==> config.mk <==
export PLATFORM = sky130hd
export DESIGN_NAME = ika9958_regwr
export DESIGN_NICKNAME = d
export VERILOG_FILES = /design/src/rtl/ika9958_regwr.sv
export SDC_FILE = /design/constraint.sdc
export NUM_CORES = 1
export LEC_CHECK = 0
export BUFFER_PORTS_ARGS = -buffer_cell sky130_fd_sc_hd__buf_2
export CORE_MARGIN = 1
export CORE_UTILIZATION = 55
export DETAILED_ROUTE_END_ITERATION = 10
export PLACE_DENSITY_LB_ADDON = 0.15
export SETUP_SLACK_MARGIN = 0.5
export SLEW_MARGIN = 30
export SYNTH_ARGS = -nofsm -noshare
export SYNTH_HDL_FRONTEND = slang
export SYNTH_SLANG_ARGS = --single-unit
==> constraint.sdc <==
create_clock -name i_EMUCLK -period 2.7 [get_ports i_EMUCLK]
set_input_delay 0.135 -clock i_EMUCLK [delete_from_list [all_inputs] [get_ports i_EMUCLK]]
set_output_delay 0.135 -clock i_EMUCLK [all_outputs]
set_load 0.005 [all_outputs]
==> src/rtl/ika9958_regwr.sv <==
// CPU-port register/palette/VRAM-address write decoder for a V9958-style VDP.
// Define IKA9958_REGWR_SYNC_EN to put a 2-stage synchroniser on the CPU pins.
module ika9958_regwr (
  input  logic        i_EMUCLK,
  input  logic        i_RST_n,
  input  logic        i_CS_n,
  input  logic        i_RD_n,
  input  logic        i_WR_n,
  input  logic [1:0]  i_MODE,
  input  logic [7:0]  i_DI,
  output logic        o_REG_WE,
  output logic [5:0]  o_REG_ADDR,
  output logic [7:0]  o_REG_DATA,
  output logic        o_PAL_WE,
  output logic [3:0]  o_PAL_ADDR,
  output logic [8:0]  o_PAL_DATA,
  output logic        o_VAP_WE,
  output logic [13:0] o_VAP_ADDR,
  output logic        o_VAP_WR
);

  typedef enum logic [1:0] {
    PORT_VRAM = 2'd0,
    PORT_CTRL = 2'd1,
    PORT_PAL  = 2'd2,
    PORT_IND  = 2'd3
  } port_e;

  typedef struct packed {
    logic       cs_n;
    logic       rd_n;
    logic       wr_n;
    logic [1:0] mode;
    logic [7:0] di;
  } bus_t;

  localparam logic [5:0] REG_PAL_PTR = 6'd16;
  localparam logic [5:0] REG_IND_PTR = 6'd17;

  bus_t pin_bus;
  bus_t bus_s;

  assign pin_bus = '{cs_n: i_CS_n, rd_n: i_RD_n, wr_n: i_WR_n, mode: i_MODE, di: i_DI};

  // Reset value of all-zero decodes as "both strobes low", i.e. no operation.
`ifdef IKA9958_REGWR_SYNC_EN
  bus_t bus_meta;

  always_ff @(posedge i_EMUCLK or negedge i_RST_n) begin
    if (!i_RST_n) begin
      bus_meta <= '0;
      bus_s    <= '0;
    end else begin
      bus_meta <= pin_bus;
      bus_s    <= bus_meta;
    end
  end
`else
  always_ff @(posedge i_EMUCLK or negedge i_RST_n) begin
    if (!i_RST_n) begin
      bus_s <= '0;
    end else begin
      // NOTE: sequential state always uses non-blocking assignments so every
      // flop samples pre-edge values regardless of process ordering.
      bus_s <= pin_bus;
    end
  end
`endif

  logic  wr_act, rd_act;
  logic  wr_prev, rd_prev;
  logic  wr_stb, rd_stb;
  port_e port;

  assign wr_act = ~bus_s.cs_n & ~bus_s.wr_n &  bus_s.rd_n;
  assign rd_act = ~bus_s.cs_n & ~bus_s.rd_n &  bus_s.wr_n;
  assign wr_stb = wr_act & ~wr_prev;
  assign rd_stb = rd_act & ~rd_prev;
  assign port   = port_e'(bus_s.mode);

  // Internal state
  logic       byte_flag, byte_flag_nx;
  logic [7:0] byte0,     byte0_nx;
  logic [7:0] r17,       r17_nx;
  logic [3:0] pal_ptr,   pal_ptr_nx;
  logic       pal_flag,  pal_flag_nx;
  logic [5:0] pal_rb,    pal_rb_nx;

  // Next output values
  logic        reg_we_nx;
  logic [5:0]  reg_addr_nx;
  logic [7:0]  reg_data_nx;
  logic        pal_we_nx;
  logic [3:0]  pal_addr_nx;
  logic [8:0]  pal_data_nx;
  logic        vap_we_nx;
  logic [13:0] vap_addr_nx;
  logic        vap_wr_nx;

  // Shared register-write request from ports 1 and 3
  logic       reg_wr;
  logic [5:0] reg_wa;
  logic [7:0] reg_wd;

  always_comb begin
    // NOTE: every variable gets a default first so no path leaves one
    // unassigned, which would otherwise infer a latch.
    byte_flag_nx = byte_flag;
    byte0_nx     = byte0;
    r17_nx       = r17;
    pal_ptr_nx   = pal_ptr;
    pal_flag_nx  = pal_flag;
    pal_rb_nx    = pal_rb;
    reg_we_nx    = 1'b0;
    reg_addr_nx  = o_REG_ADDR;
    reg_data_nx  = o_REG_DATA;
    pal_we_nx    = 1'b0;
    pal_addr_nx  = o_PAL_ADDR;
    pal_data_nx  = o_PAL_DATA;
    vap_we_nx    = 1'b0;
    vap_addr_nx  = o_VAP_ADDR;
    vap_wr_nx    = o_VAP_WR;
    reg_wr       = 1'b0;
    reg_wa       = '0;
    reg_wd       = '0;

    if (wr_stb) begin
      case (port)
        PORT_VRAM: byte_flag_nx = 1'b0;
        PORT_CTRL: begin
          if (!byte_flag) begin
            byte0_nx     = bus_s.di;
            byte_flag_nx = 1'b1;
          end else begin
            byte_flag_nx = 1'b0;
            if (bus_s.di[7]) begin
              reg_wr = 1'b1;
              reg_wa = bus_s.di[5:0];
              reg_wd = byte0;
            end else begin
              vap_we_nx   = 1'b1;
              vap_addr_nx = {bus_s.di[5:0], byte0};
              vap_wr_nx   = bus_s.di[6];
            end
          end
        end
        PORT_PAL: begin
          if (!pal_flag) begin
            pal_rb_nx   = {bus_s.di[6:4], bus_s.di[2:0]};
            pal_flag_nx = 1'b1;
          end else begin
            pal_we_nx   = 1'b1;
            pal_addr_nx = pal_ptr;
            pal_data_nx = {pal_rb, bus_s.di[2:0]};
            pal_flag_nx = 1'b0;
            pal_ptr_nx  = pal_ptr + 4'd1;
          end
        end
        PORT_IND: begin
          // Indirect writes never target R17 itself; the pointer still advances.
          if (r17[5:0] != REG_IND_PTR) begin
            reg_wr = 1'b1;
            reg_wa = r17[5:0];
            reg_wd = bus_s.di;
          end
          if (!r17[7]) r17_nx[5:0] = r17[5:0] + 6'd1;
        end
      endcase
    end

    if (rd_stb && (port == PORT_VRAM || port == PORT_CTRL)) byte_flag_nx = 1'b0;

    if (reg_wr) begin
      reg_we_nx   = 1'b1;
      reg_addr_nx = reg_wa;
      reg_data_nx = reg_wd;
      if (reg_wa == REG_PAL_PTR) begin
        pal_ptr_nx  = reg_wd[3:0];
        pal_flag_nx = 1'b0;
      end
      if (reg_wa == REG_IND_PTR) r17_nx = reg_wd;
    end
  end

  always_ff @(posedge i_EMUCLK or negedge i_RST_n) begin
    if (!i_RST_n) begin
      wr_prev    <= 1'b0;
      rd_prev    <= 1'b0;
      byte_flag  <= 1'b0;
      byte0      <= '0;
      r17        <= '0;
      pal_ptr    <= '0;
      pal_flag   <= 1'b0;
      pal_rb     <= '0;
      o_REG_WE   <= 1'b0;
      o_REG_ADDR <= '0;
      o_REG_DATA <= '0;
      o_PAL_WE   <= 1'b0;
      o_PAL_ADDR <= '0;
      o_PAL_DATA <= '0;
      o_VAP_WE   <= 1'b0;
      o_VAP_ADDR <= '0;
      o_VAP_WR   <= 1'b0;
    end else begin
      wr_prev    <= wr_act;
      rd_prev    <= rd_act;
      byte_flag  <= byte_flag_nx;
      byte0      <= byte0_nx;
      r17        <= r17_nx;
      pal_ptr    <= pal_ptr_nx;
      pal_flag   <= pal_flag_nx;
      pal_rb     <= pal_rb_nx;
      o_REG_WE   <= reg_we_nx;
      o_REG_ADDR <= reg_addr_nx;
      o_REG_DATA <= reg_data_nx;
      o_PAL_WE   <= pal_we_nx;
      o_PAL_ADDR <= pal_addr_nx;
      o_PAL_DATA <= pal_data_nx;
      o_VAP_WE   <= vap_we_nx;
      o_VAP_ADDR <= vap_addr_nx;
      o_VAP_WR   <= vap_wr_nx;
    end
  end

endmodule

==> qor.yml <==
synth_nets: 304
critical_path_class: "reg -> reg"
synthFlopType: "dfrtp_1"
crit_path_end: "pal_flag"
cts_max_level: 3
synth_top_area_share: 0.615
grt_pass1_vias: 2368
holdWs_ps: 353
fp.dieH_um: 82.2
clkPwrFrac: 0.274
root_buffer: "clkbuf_8"
outcome: "complete, no violations"
antenna_left: 0
slew_viol_final: 0
max_stage_delay_ps: 460
final_hold_viol_count: 0
synthDistinctLibCells: 36
dieArea_um2: 6760
crit_path_top_delay_cell: "or4b_4"
area_growth_pct: 21.9
syn_area_um2: 3540
diodes: 0
period_needed_ps: 2220
place_congestion: 0.800
cp.required_ps: 2940
cp.depth: 8
crit_buf_inv: 2
antenna_found_initial: 0
die_w_um: 82.2
hold_path.class: "in -> async"
drcViolationCount: 0
async_flop_share: 1.00
cts_inserted_buffers: 9
path_max_fanout: 5
ir_drop_mv: 0.503
via_per_inst: 5.41
wl_um: 7210
crit_chain: "inv_2, ha_4, or4b_4, o21a_1, a2111oi_4, buf_4, nand4bb_4, and2_1"
fin_area_um2: 4320
grt_max_degree: 88
fin_nets: 383
cp-end-kind: "flop"
drive_gt1_frac: 0.347
max_slew_margin: 0.477
reg2reg_from: "r17[1]"
final.fill_count: 453
grt_pass1_wl_um: 11600
internal_power_mw: 2.15
leakage_nw: 2.27
cts_sinks: 87
post-route-period-util: 0.824
via_count: 2404
cp-startpoint: "r17[1]"
ios: 60
p_per_area_nw_per_um2: 691
globalRouteTotalUtil: 0.235
yosysSeqAreaShare: 0.615
place_ws_ps: 241
fin_setup_tns_ps: 0
yosys.area.top_type: "dfrtp_1"
seqPwrFrac: 0.556
path_clk_slew_ps: 90
placed_cell_area_um2: 3910
setup_slack_ps: 476
power.switching_mw: 0.831
insertion_delay_ps: 350
dr.first_iter.drc_count: 146
grt-ovfl-total: 0
synth-seq-cells: 87
clock.fmax_ghz: 0.450
cts_tree: "yes"
rrSetupSlack_ps: 480
skew_ps: 11.3
setup_viol: 0
comb_power_share: 0.170
dpl.hpwl_um: 4650
cp-start-kind: "flop"
clock_path_buffers: 2
drv_cap: 0
tightestPinTransition_ps: 785
coreArea_um2: 6060
r2r_cells: 8
totalPowerFinal_mw: 2.98
path_delay_family: "simple AND/OR/NAND/NOR gates"
synth_edf_count: 0
rsz0062_at_grt: "true"
postSynthCellCount: 285
synthTopCellsByArea: "dfrtp_1, mux2_2, nand2_1"
io_buffers: 59
first_pass_iters: 4
r2r-end: "pal_flag"
rows: 28
ys.warnings.count: 0
switching_share: 0.279
wl_per_cell_um: 16.2
critPathArrivalTime_ps: 2460
syn_area_per_cell_um2: 12.4
start_util: 0.584
==> state kept, by name, indices dropped and copies added (netlist names), 2 cells and up <==
name	flops
r17	7
o_PAL_DATA	9
bus_s	11
o_REG_DATA	8
o_VAP_ADDR	14
pal_rb	6
o_PAL_ADDR	4
o_REG_ADDR	6
port	2
pal_ptr	4
byte0	8
==> timing repair <==
item	4_1_cts	5_1_grt
hold buffers	14	0
setup buffers	4	0
endpoints found under the hold margin	100	0
pin swaps	4	2
gates resized for setup	7	5
gates cloned	0	0
endpoints found under the setup margin	16	32
==> cell type report <==
type	count	area, µm²	area share
multi-input combinational	177	1330	0.308
timing repair buffer	82	513	0.119
inverter	7	26.3	0.00609
clock buffer	12	145	0.0336
sequential	87	2180	0.504
tap	75	93.8	0.0217
clock inverter	4	30.0	0.00695
==> layout by cell type, fill, tap and decap left out, types with 5 or more instances in the layout <==
| cell type | count |
|---|---|
| o21ai_0 | 10 |
| xor2_1 | 5 |
| buf_4 | 8 |
| dlygate4sd3_1 | 14 |
| buf_2 | 58 |
| nand3_1 | 5 |
| mux2i_1 | 12 |
| inv_1 | 6 |
| mux2_2 | 33 |
| nand2_1 | 58 |
| dfrtp_1 | 86 |
| clkbuf_8 | 10 |
==> worst reg2reg max path: stages (launching register included) <==
cell,delay [ps]
dfrtp_2,420
inv_2,70
ha_4,110
or4b_4,460
o21a_1,220
a2111oi_4,280
buf_4,190
nand4bb_4,170
and2_1,200
==> power by group through the flow <==
stage,Sequential (mW),Combinational [mW],Clock (mW)
2_1_floorplan,1.66,0.255,0
3_3_place_gp,1.68,0.413,0
3_5_place_dp,1.69,0.428,0
4_1_cts,1.66,0.507,0.835
5_1_grt,1.69,0.573,0.874
6_report,1.66,0.509,0.817
==> cells by family (layout without fill, tap and decap cells) <==
| group | count (synthesis) | in the layout | synth area share |
|---|---|---|---|
| simple gates | 89 | 89 | 0.124 |
| flops | 87 | 87 | 0.615 |
| mux | 45 | 45 | 0.139 |
| compound gates | 31 | 31 | 0.0633 |
| buf+inv | 21 | 105 | 0.0247 |
| xor+xnor | 8 | 8 | 0.0198 |
| fa+ha+maj | 4 | 4 | 0.0141 |
==> worst min-delay path by stage <==
stage,cells past startpoint,end,slack (ps),start
after floorplan,0,bus_s[0],-160,i_RST_n
after global placement,1,bus_s[5],240,i_DI[5]
after detailed placement,1,o_REG_WE,240,i_RST_n
after CTS,2,bus_s[5],410,i_DI[5]
after global routing,2,bus_s[11],420,i_RD_n
final,2,o_REG_WE,350,i_RST_n
==> cells in the mapped netlist (5+ instances only) <==
cell / n
dfrtp_1: 87
nand2_1: 58
mux2_2: 33
mux2i_1: 12
o21ai_0: 10
clkbuf_1: 9
inv_1: 7
nand3_1: 5
xor2_1: 5
==> through the flow <==
stage          instances  utilization
2_1_floorplan        285            -
3_3_place_gp         410        0.645
3_5_place_dp         410        0.646
4_1_cts              444        0.710
5_1_grt              444        0.712
6_report             444        0.712
==> layer usage <==
| metal | share of wire | GRT usage |
|---|---|---|
| met1 | 0.47 | 0.326 |
| met2 | 0.48 | 0.367 |
| met3 | 0.033 | 0.0484 |
| met4 | 0.012 | 0.0877 |
| met5 | 0 | 0 |
No activity file was read; power rests on OpenSTA's default activity.
